## config.mk

```make
export PLATFORM = sky130hd
export DESIGN_NAME = dmem_arbiter
export DESIGN_NICKNAME = d
export VERILOG_FILES = /design/src/rtl/dmem_arbiter_pkg.sv /design/src/rtl/dmem_arbiter_wait_cnt.sv /design/src/rtl/dmem_arbiter.sv
export SDC_FILE = /design/constraint.sdc
export NUM_CORES = 1
export LEC_CHECK = 0
export BUFFER_PORTS_ARGS = -buffer_cell sky130_fd_sc_hd__buf_2
export CORE_AREA = 2 2 116 118
export CTS_CLUSTER_DIAMETER = 150
export DETAILED_ROUTE_END_ITERATION = 8
export DIE_AREA = 0 0 118 120
export HOLD_SLACK_MARGIN = 0.05
export PLACE_DENSITY = 0.51
export SLEW_MARGIN = 40
export SYNTH_ARGS = -nofsm -noshare
export SYNTH_HDL_FRONTEND = slang
export SYNTH_HIERARCHICAL = 1
export SYNTH_SLANG_ARGS = --single-unit
```

## constraint.sdc

```tcl
create_clock -name i_clk -period 1.9 [get_ports i_clk]
set_input_delay 0.19 -clock i_clk [delete_from_list [all_inputs] [get_ports i_clk]]
set_output_delay 0.19 -clock i_clk [all_outputs]
set_load 0.02 [all_outputs]
```

## src/rtl/dmem_arbiter_pkg.sv

```systemverilog
// Shared types and defaults for the data-memory arbiter between the MEM stage
// and the external loader/debug port.
package dmem_arbiter_pkg;

  typedef enum logic {
    NORMAL = 1'b0,
    FORCE  = 1'b1
  } arb_state_e;

  localparam int DEFAULT_MAX_WAIT = 4;
  localparam int DMEM_AW          = 32;
  localparam int DMEM_DW          = 32;

endpackage

```

## src/rtl/dmem_arbiter_wait_cnt.sv

```systemverilog
// Saturating count of cycles the external requester has been denied; hit marks
// the last denied cycle before a grant must be forced.
module arb_wait_cnt #(
  parameter int MAX_WAIT = 4
) (
  input  logic i_clk,
  input  logic i_rst,
  input  logic i_inc,
  input  logic i_clr,
  output logic o_hit
);

  localparam int CW = $clog2(MAX_WAIT + 1);

  logic [CW-1:0] r_cnt;

  // Clear wins over increment so a grant always restarts the wait window.
  always_ff @(posedge i_clk or posedge i_rst) begin
    if (i_rst) begin
      r_cnt <= '0;
    end else if (i_clr) begin
      r_cnt <= '0;
    end else if (i_inc && (r_cnt != CW'(MAX_WAIT))) begin
      r_cnt <= r_cnt + CW'(1);
    end
  end

  assign o_hit = (r_cnt == CW'(MAX_WAIT - 1));

endmodule

```

## src/rtl/dmem_arbiter.sv

```systemverilog
// Single-port data memory arbiter: CPU has priority, the external port gets a
// forced grant (one-cycle pipeline stall) after MAX_WAIT denied cycles.
module dmem_arbiter
  import dmem_arbiter_pkg::*;
#(
  parameter int AW       = DMEM_AW,
  parameter int DW       = DMEM_DW,
  parameter int MAX_WAIT = DEFAULT_MAX_WAIT
) (
  input  logic          i_clk,
  input  logic          i_pcrst,
  input  logic          i_cpu_req,
  input  logic          i_cpu_we,
  input  logic [AW-1:0] i_cpu_addr,
  input  logic [DW-1:0] i_cpu_wdata,
  output logic [DW-1:0] o_cpu_rdata,
  output logic          o_cpu_stall,
  input  logic          i_ext_req,
  input  logic          i_ext_we,
  input  logic [AW-1:0] i_ext_addr,
  input  logic [DW-1:0] i_ext_wdata,
  output logic          o_ext_gnt,
  output logic [DW-1:0] o_ext_rdata,
  output logic          o_ext_rvalid,
  output logic [AW-1:0] o_mem_addr,
  output logic [DW-1:0] o_mem_wdata,
  output logic          o_mem_we,
  input  logic [DW-1:0] i_mem_rdata
);

  arb_state_e r_state;
  arb_state_e w_next;
  logic       w_hit;
  logic       w_cpu_acc;

  arb_wait_cnt #(
    .MAX_WAIT(MAX_WAIT)
  ) u_wait_cnt (
    .i_clk (i_clk),
    .i_rst (i_pcrst),
    .i_inc (i_ext_req & ~o_ext_gnt),
    .i_clr (o_ext_gnt | ~i_ext_req),
    .o_hit (w_hit)
  );

  always_ff @(posedge i_clk or posedge i_pcrst) begin
    if (i_pcrst) begin
      r_state <= NORMAL;
    end else begin
      r_state <= w_next;
    end
  end

  // FORCE lasts exactly one cycle; the counter is cleared during it, so a
  // second FORCE can never follow immediately.
  always_comb begin
    w_next = NORMAL;
    if ((r_state == NORMAL) && w_hit && i_ext_req && !o_ext_gnt) begin
      w_next = FORCE;
    end
  end

  always_comb begin
    o_cpu_stall = (r_state == FORCE);
    w_cpu_acc   = i_cpu_req && (r_state == NORMAL);
    o_ext_gnt   = (r_state == FORCE) ? i_ext_req : (i_ext_req && !i_cpu_req);
    o_mem_addr  = i_cpu_addr;
    o_mem_wdata = i_cpu_wdata;
    o_mem_we    = w_cpu_acc && i_cpu_we;
    if (o_ext_gnt && !w_cpu_acc) begin
      o_mem_addr  = i_ext_addr;
      o_mem_wdata = i_ext_wdata;
      o_mem_we    = i_ext_we;
    end
    o_cpu_rdata = i_mem_rdata;
  end

  always_ff @(posedge i_clk or posedge i_pcrst) begin
    if (i_pcrst) begin
      o_ext_rvalid <= 1'b0;
      o_ext_rdata  <= '0;
    end else begin
      o_ext_rvalid <= o_ext_gnt && !i_ext_we;
      if (o_ext_gnt && !i_ext_we) begin
        o_ext_rdata <= i_mem_rdata;
      end
    end
  end

endmodule

```

After elaboration in Yosys (flattened, before gate mapping)
Index checks and enable logic that the tools add are counted.
Storage, ports and cells
  output and inout port bits: 132
  bits in registers: 37
  logic and storage cells: 33
  input bits: 166
Operators by class
  equality and inequality tests: 2
  mux-type cells: 7
  add/subtract/negate cells: 1
  reduce and logical (&&, ||, !) cells: 14
  bitwise operators: 5
Operators with widths (count)
  $mux 32: 2
  $logic_and 1x1->1: 9
  $mux 3: 2
  $logic_not 1->1: 4
  $add 3x1->3 const B: 1
  $eq 3x2->1 const B: 1
  $mux 1: 3
  $ne 3x3->1 const B: 1
  $not 1->1: 3
  $reduce_bool 2->1: 1
  $and 1x1->1: 1
  $or 1x1->1: 1

Longest topological paths before layout
  word-level depth: 8
  gate-level depth with buffers: 6
  mapped depth without buffers: 6

Cells and area by module
Netlist, hierarchy kept.
Modules (own cells, without submodules)
  dmem_arbiter: cells each 183, times used 1, area each 2351.0 sq um
  arb_wait_cnt: cells each 19, times used 1, area each 193.9 sq um

Worst setup path before layout
Ideal clock, no wire load.
  path type: register to output
  start point: register r_state, in the netlist o_cpu_stall
  end point: output o_mem_addr[12]
  buffers on the path: 2
  data required time: 1.710 ns
  path slack: 0.234 ns
  stages on the path, launching flop included: 6
  arrival: 1.476 ns
  path through: dfrtp_1 > nor2b_4 > nand2b_1 > buf_6 > buf_6 > mux2_2
Between the ends
  cells in the longest elaborated chain, start to end: 5
  elaborated cells between the ends (all ways): 6
Ends and longest elaborated chain
  from (decl): RTL line dmem_arbiter.sv:31  | arb_state_e r_state;
  from (signal assigned): RTL line dmem_arbiter.sv:50  | r_state <= w_next;
  $not 1->1: RTL line dmem_arbiter.sv:65  | w_cpu_acc = i_cpu_req && (r_state == NORMAL);
  $logic_and 1x1->1: RTL line dmem_arbiter.sv:65
  $logic_not 1->1: RTL line dmem_arbiter.sv:70  | if (o_ext_gnt && !w_cpu_acc) begin
  $logic_and 1x1->1 *: RTL line dmem_arbiter.sv:70
  $mux 32 *: RTL line dmem_arbiter.sv:70
  to (decl): RTL line dmem_arbiter.sv:25  | output logic [AW-1:0] o_mem_addr,
Mark *: on every way between the ends. The rest lies on a longest branch, timed or not.

Worst setup path in the final report
  start point: register r_state, in the netlist o_cpu_stall
  end point: output o_mem_wdata[0]
Between the ends
  cells in the longest elaborated chain, start to end: 5
  elaborated cells between the ends (all ways): 6
Ends and longest elaborated chain
  $not 1->1: RTL line dmem_arbiter.sv:65
  $logic_and 1x1->1: RTL line dmem_arbiter.sv:65
  $logic_not 1->1: RTL line dmem_arbiter.sv:70
  $logic_and 1x1->1 *: RTL line dmem_arbiter.sv:70
  $mux 32 *: RTL line dmem_arbiter.sv:70
  to (decl): RTL line dmem_arbiter.sv:26  | output logic [DW-1:0] o_mem_wdata,
Marked as above.

==> metrics.md <==
| Metric | Value |
|---|---|
| GPL Wtd Cong | 0.925 |
| CTS Buffer Depth | 2 |
| Footprint of the multi-input gates | 1290 µm² |
| R2R cell count | 5 |
| Worst skew pair latency | ~0.28 ns |
| Setup violators final | 18 |
| CTS tree | yes |
| Worst Setup Start Kind | register |
| Fin worst setup slack | -0.0209 ns |
| Mapped cell area | 2540 µm² |
| Least-Margin Pin Slew | 0.458 ns |
| Post-Synth Simple-Gate Area | 2.80% |
| Status | complete, but fails checks |
| Pre-CTS setup slack | between 0.08 and 0.09 ns |
| Synth Area per Inst | approximately 13 µm² |
| Fin crit share | 101% |
| Synth Warn # | 6 |
| Kind of critical path | reg -> out |
| Max Clock Skew | 0.00484 ns |
| I/O pins | between 200 and 300 |
| Fin. Hold Viols | 0 |
| #FFs+latches synth | 37 |
| Met1 Usage GRT | 16.7% |
| Worst-path clk slew | 0.06 ns |
| Crit path max fanout | 22 |
| # fillers | 1369 |
| Layout area overhead | 70.5% |
| NetSw | 0.00106 W |
| Die height | about 120 µm |
| Ant. Diodes | 0 |
| Grt met2 use | 23.5% |
| Setup TNS | -0.141 ns |
| Adder-cell share of the synthesized area | under 10% |
| Post-route core utilization | 33.4% |
| Slew Viols, Final | 0 |
| Input/output buffers | 297 |
| Initial Util | between 10% and 20% |
| WP data required | 1.71 ns |
| Largest net degree at the start of global routing | 35 |
| Worst slew margin | between 60 and 70% |
| Post-synthesis sequential area ratio | 36.4% |
| Total vias in the final route | 2625 |
| Lkg Pwr | 2.34 nW |
| Count of cell types in the netlist | 20 |
| First-pass GRT wire length | 15200 µm |
| Detail Placement HPWL | 8710 µm |
| Peak VDD IR | 549 µV |
| Hold Path Sink | o_ext_rdata[18] |
| First drt pass iteration count | 3 |
| Post-route ant nets | 0 |
| Inst Count DP | 638 |
| Reg2Reg Setup Slack | 0.38 ns |
| Drt drc | 0 |
| All-Layer GR Usage | 13.9% |
| Comb pwr share | between 30% and 40% |
| Fmax | between 500 and 600 MHz |
| Start point of the worst hold path | i_mem_rdata[18] |
| Core area | 13000 µm² |
| Fin crit period | 1.92 ns |
| Layout cells sized above 1 | between 80% and 90% |
| Die width | ~120 µm |
| Combinational family with the most area after synthesis | multiplexers |
| WL/cell | 16.2 µm |
| Worst flop-to-flop path startpoint | o_cpu_stall |
| FP Rows | 42 |
| Syn Nets | 371 |
| RSZ-0062 raised after global routing | true |
| DR vias/cell | 4.04 |
| Total of max-cap violations | 0 |
| Mapped Cells | between 200 and 250 |
| FF+latch area | 926 µm² |
| Post-synthesis mux area share | 42.9% |
| GRT busiest layer | met2 |
| H-tree depth | 2 |
| Crit. End Element | output pin |
| Failing checks | setup timing |
| Reg power frac | 30.6% |
| Hold crit path type | in -> reg |
| Clk network pwr share | 30.4% |
| Power density over the cells | 739 nW/µm² |
| CTS buffer count | 5 |
| Die area | 14200 µm² |
| Gr ovfl total | 0 |
| Sw Ratio | between 30% and 40% |
| Clk sinks | 37 |
| Post-route insts no fill | 650 |
| Internal | 0.00215 W |
| Nets | 642 |
| Post-synthesis compound-gate area fraction | 1.33% |
| Slowest cell delay on critical path | 0.40 ns |
| CP cell instances | nor2b_4, nand2b_4, buf_12, mux2_2, buf_4 |
| Initial antenna violation count | 0 |
| Vias in the first global route | 2797 |
| Slowest CP cell | dfrtp_1 |
| Post-Synth XOR/XNOR Area | 0.344% |
| Critical R2R Capture | o_ext_rdata[31] |
| CP Data Arrival Time | 1.73 ns |
| Met3 Usage GRT | 3.47% |
| Hold path cells | 2 |
| Initial DRC count | 82 |
| Root Buffer | clkbuf_16 |
| Post-Route WL | 10500 µm |
worst max-delay path by stage:
stage,cells past startpoint,to,from,slack [ns]
6_report,5,o_mem_wdata[0],o_cpu_stall,-0.02
5_1_grt,5,o_mem_addr[30],o_cpu_stall,-0.09
4_1_cts,5,o_mem_wdata[0],o_cpu_stall,-0.04
3_5_place_dp,5,o_mem_wdata[10],o_cpu_stall,0.09
3_3_place_gp,5,o_mem_wdata[10],o_cpu_stall,0.12
2_1_floorplan,5,o_mem_addr[12],o_cpu_stall,0.23
through the flow:
stage / hold WS [ns] / total power (W) / instance area [µm²]
2_1_floorplan: -0.0564 / 0.00172 / 2540
3_3_place_gp: 0.0725 / 0.00218 / 3970
3_5_place_dp: 0.0751 / 0.00219 / 3970
4_1_cts: 0.140 / 0.00322 / 4240
5_1_grt: 0.147 / 0.00337 / 4340
6_report: 0.146 / 0.00321 / 4340
synth_stat cells, drive strengths merged:
cell	number	area [µm²]
a21boi	1	18.8
a21oi	1	5.00
and3	1	6.26
buf	42	347
dfrtp	37	926
ha	3	37.5
inv	8	30.0
mux2	96	1080
mux2i	1	10.0
nand2	3	11.3
nand2b	1	6.26
nor2	2	7.51
nor2b	1	13.8
nor3b	1	18.8
o21ai	2	10.0
or2b	1	7.51
xnor2	1	8.76
sequential cells by signal, indices dropped and copies added, names as in the netlist:
signal / cells
o_ext_rdata: 32
u_wait_cnt/r_cnt: 3
o_ext_rvalid: 1
o_cpu_stall: 1
power groups by stage:
| stage | clock network (W) | registers [W] | logic [W] |
|---|---|---|---|
| global route | 0.00105 | 0.00100 | 0.00132 |
| global placement | 0 | 0.000991 | 0.00119 |
| finish | 0.000976 | 0.000982 | 0.00125 |
| floorplan | 0 | 0.00116 | 0.000562 |
| CTS | 0.00101 | 0.000984 | 0.00123 |
| detailed placement | 0 | 0.000994 | 0.00120 |
layout make-up:
class	instances	area share, %
clock buffer	7	3.29
clock inverter	1	0.692
inverter	8	0.692
multi-input combinational	115	29.7
sequential	37	21.3
tap	176	5.07
timing repair buffer	306	39.2
placed cells by master, fill, tap and decap left out, types with 2 or more instances in the layout:
cell,Yosys,routed
inv_1,8,8
buf_12,0,2
clkbuf_16,0,5
ha_1,3,3
nor2_1,2,2
dfrtp_1,37,37
buf_6,9,11
mux2_4,0,10
buf_4,32,14
nand2_1,3,3
buf_2,1,276
mux2_2,95,85
o21ai_0,2,2
logic make-up after synthesis:
logic type	count (synthesis)
adders and majority gates	3
xor gates and xnor gates	1
and+or+nand+nor	10
DFF	37
AOI/OAI and AO/OA	4
buffers and inverters	50
muxes	97
routing by layer:
metal / routed length, µm / up-vias
met5: 0 / -
met4: 363 / 0
met3: 756 / 17
met1: 4150 / 1235
met2: 5280 / 160
li1: - / 1213
critical path, delay by kind of cell, from the launching register on:
kind          cells  cell delay [ns]
simple gates      2             0.32
buf+inv           2             0.35
mux               1             0.36
flops             1             0.40
what timing repair did:
item	4_1_cts	5_1_grt
setup endpoints to repair	64	64
cloned	1	0
endpoints found under the hold margin	26	0
hold buffers	1	0
buffers inserted	1	1
gates resized for setup	17	29
Note: power is estimated with default switching activity, not from simulation.
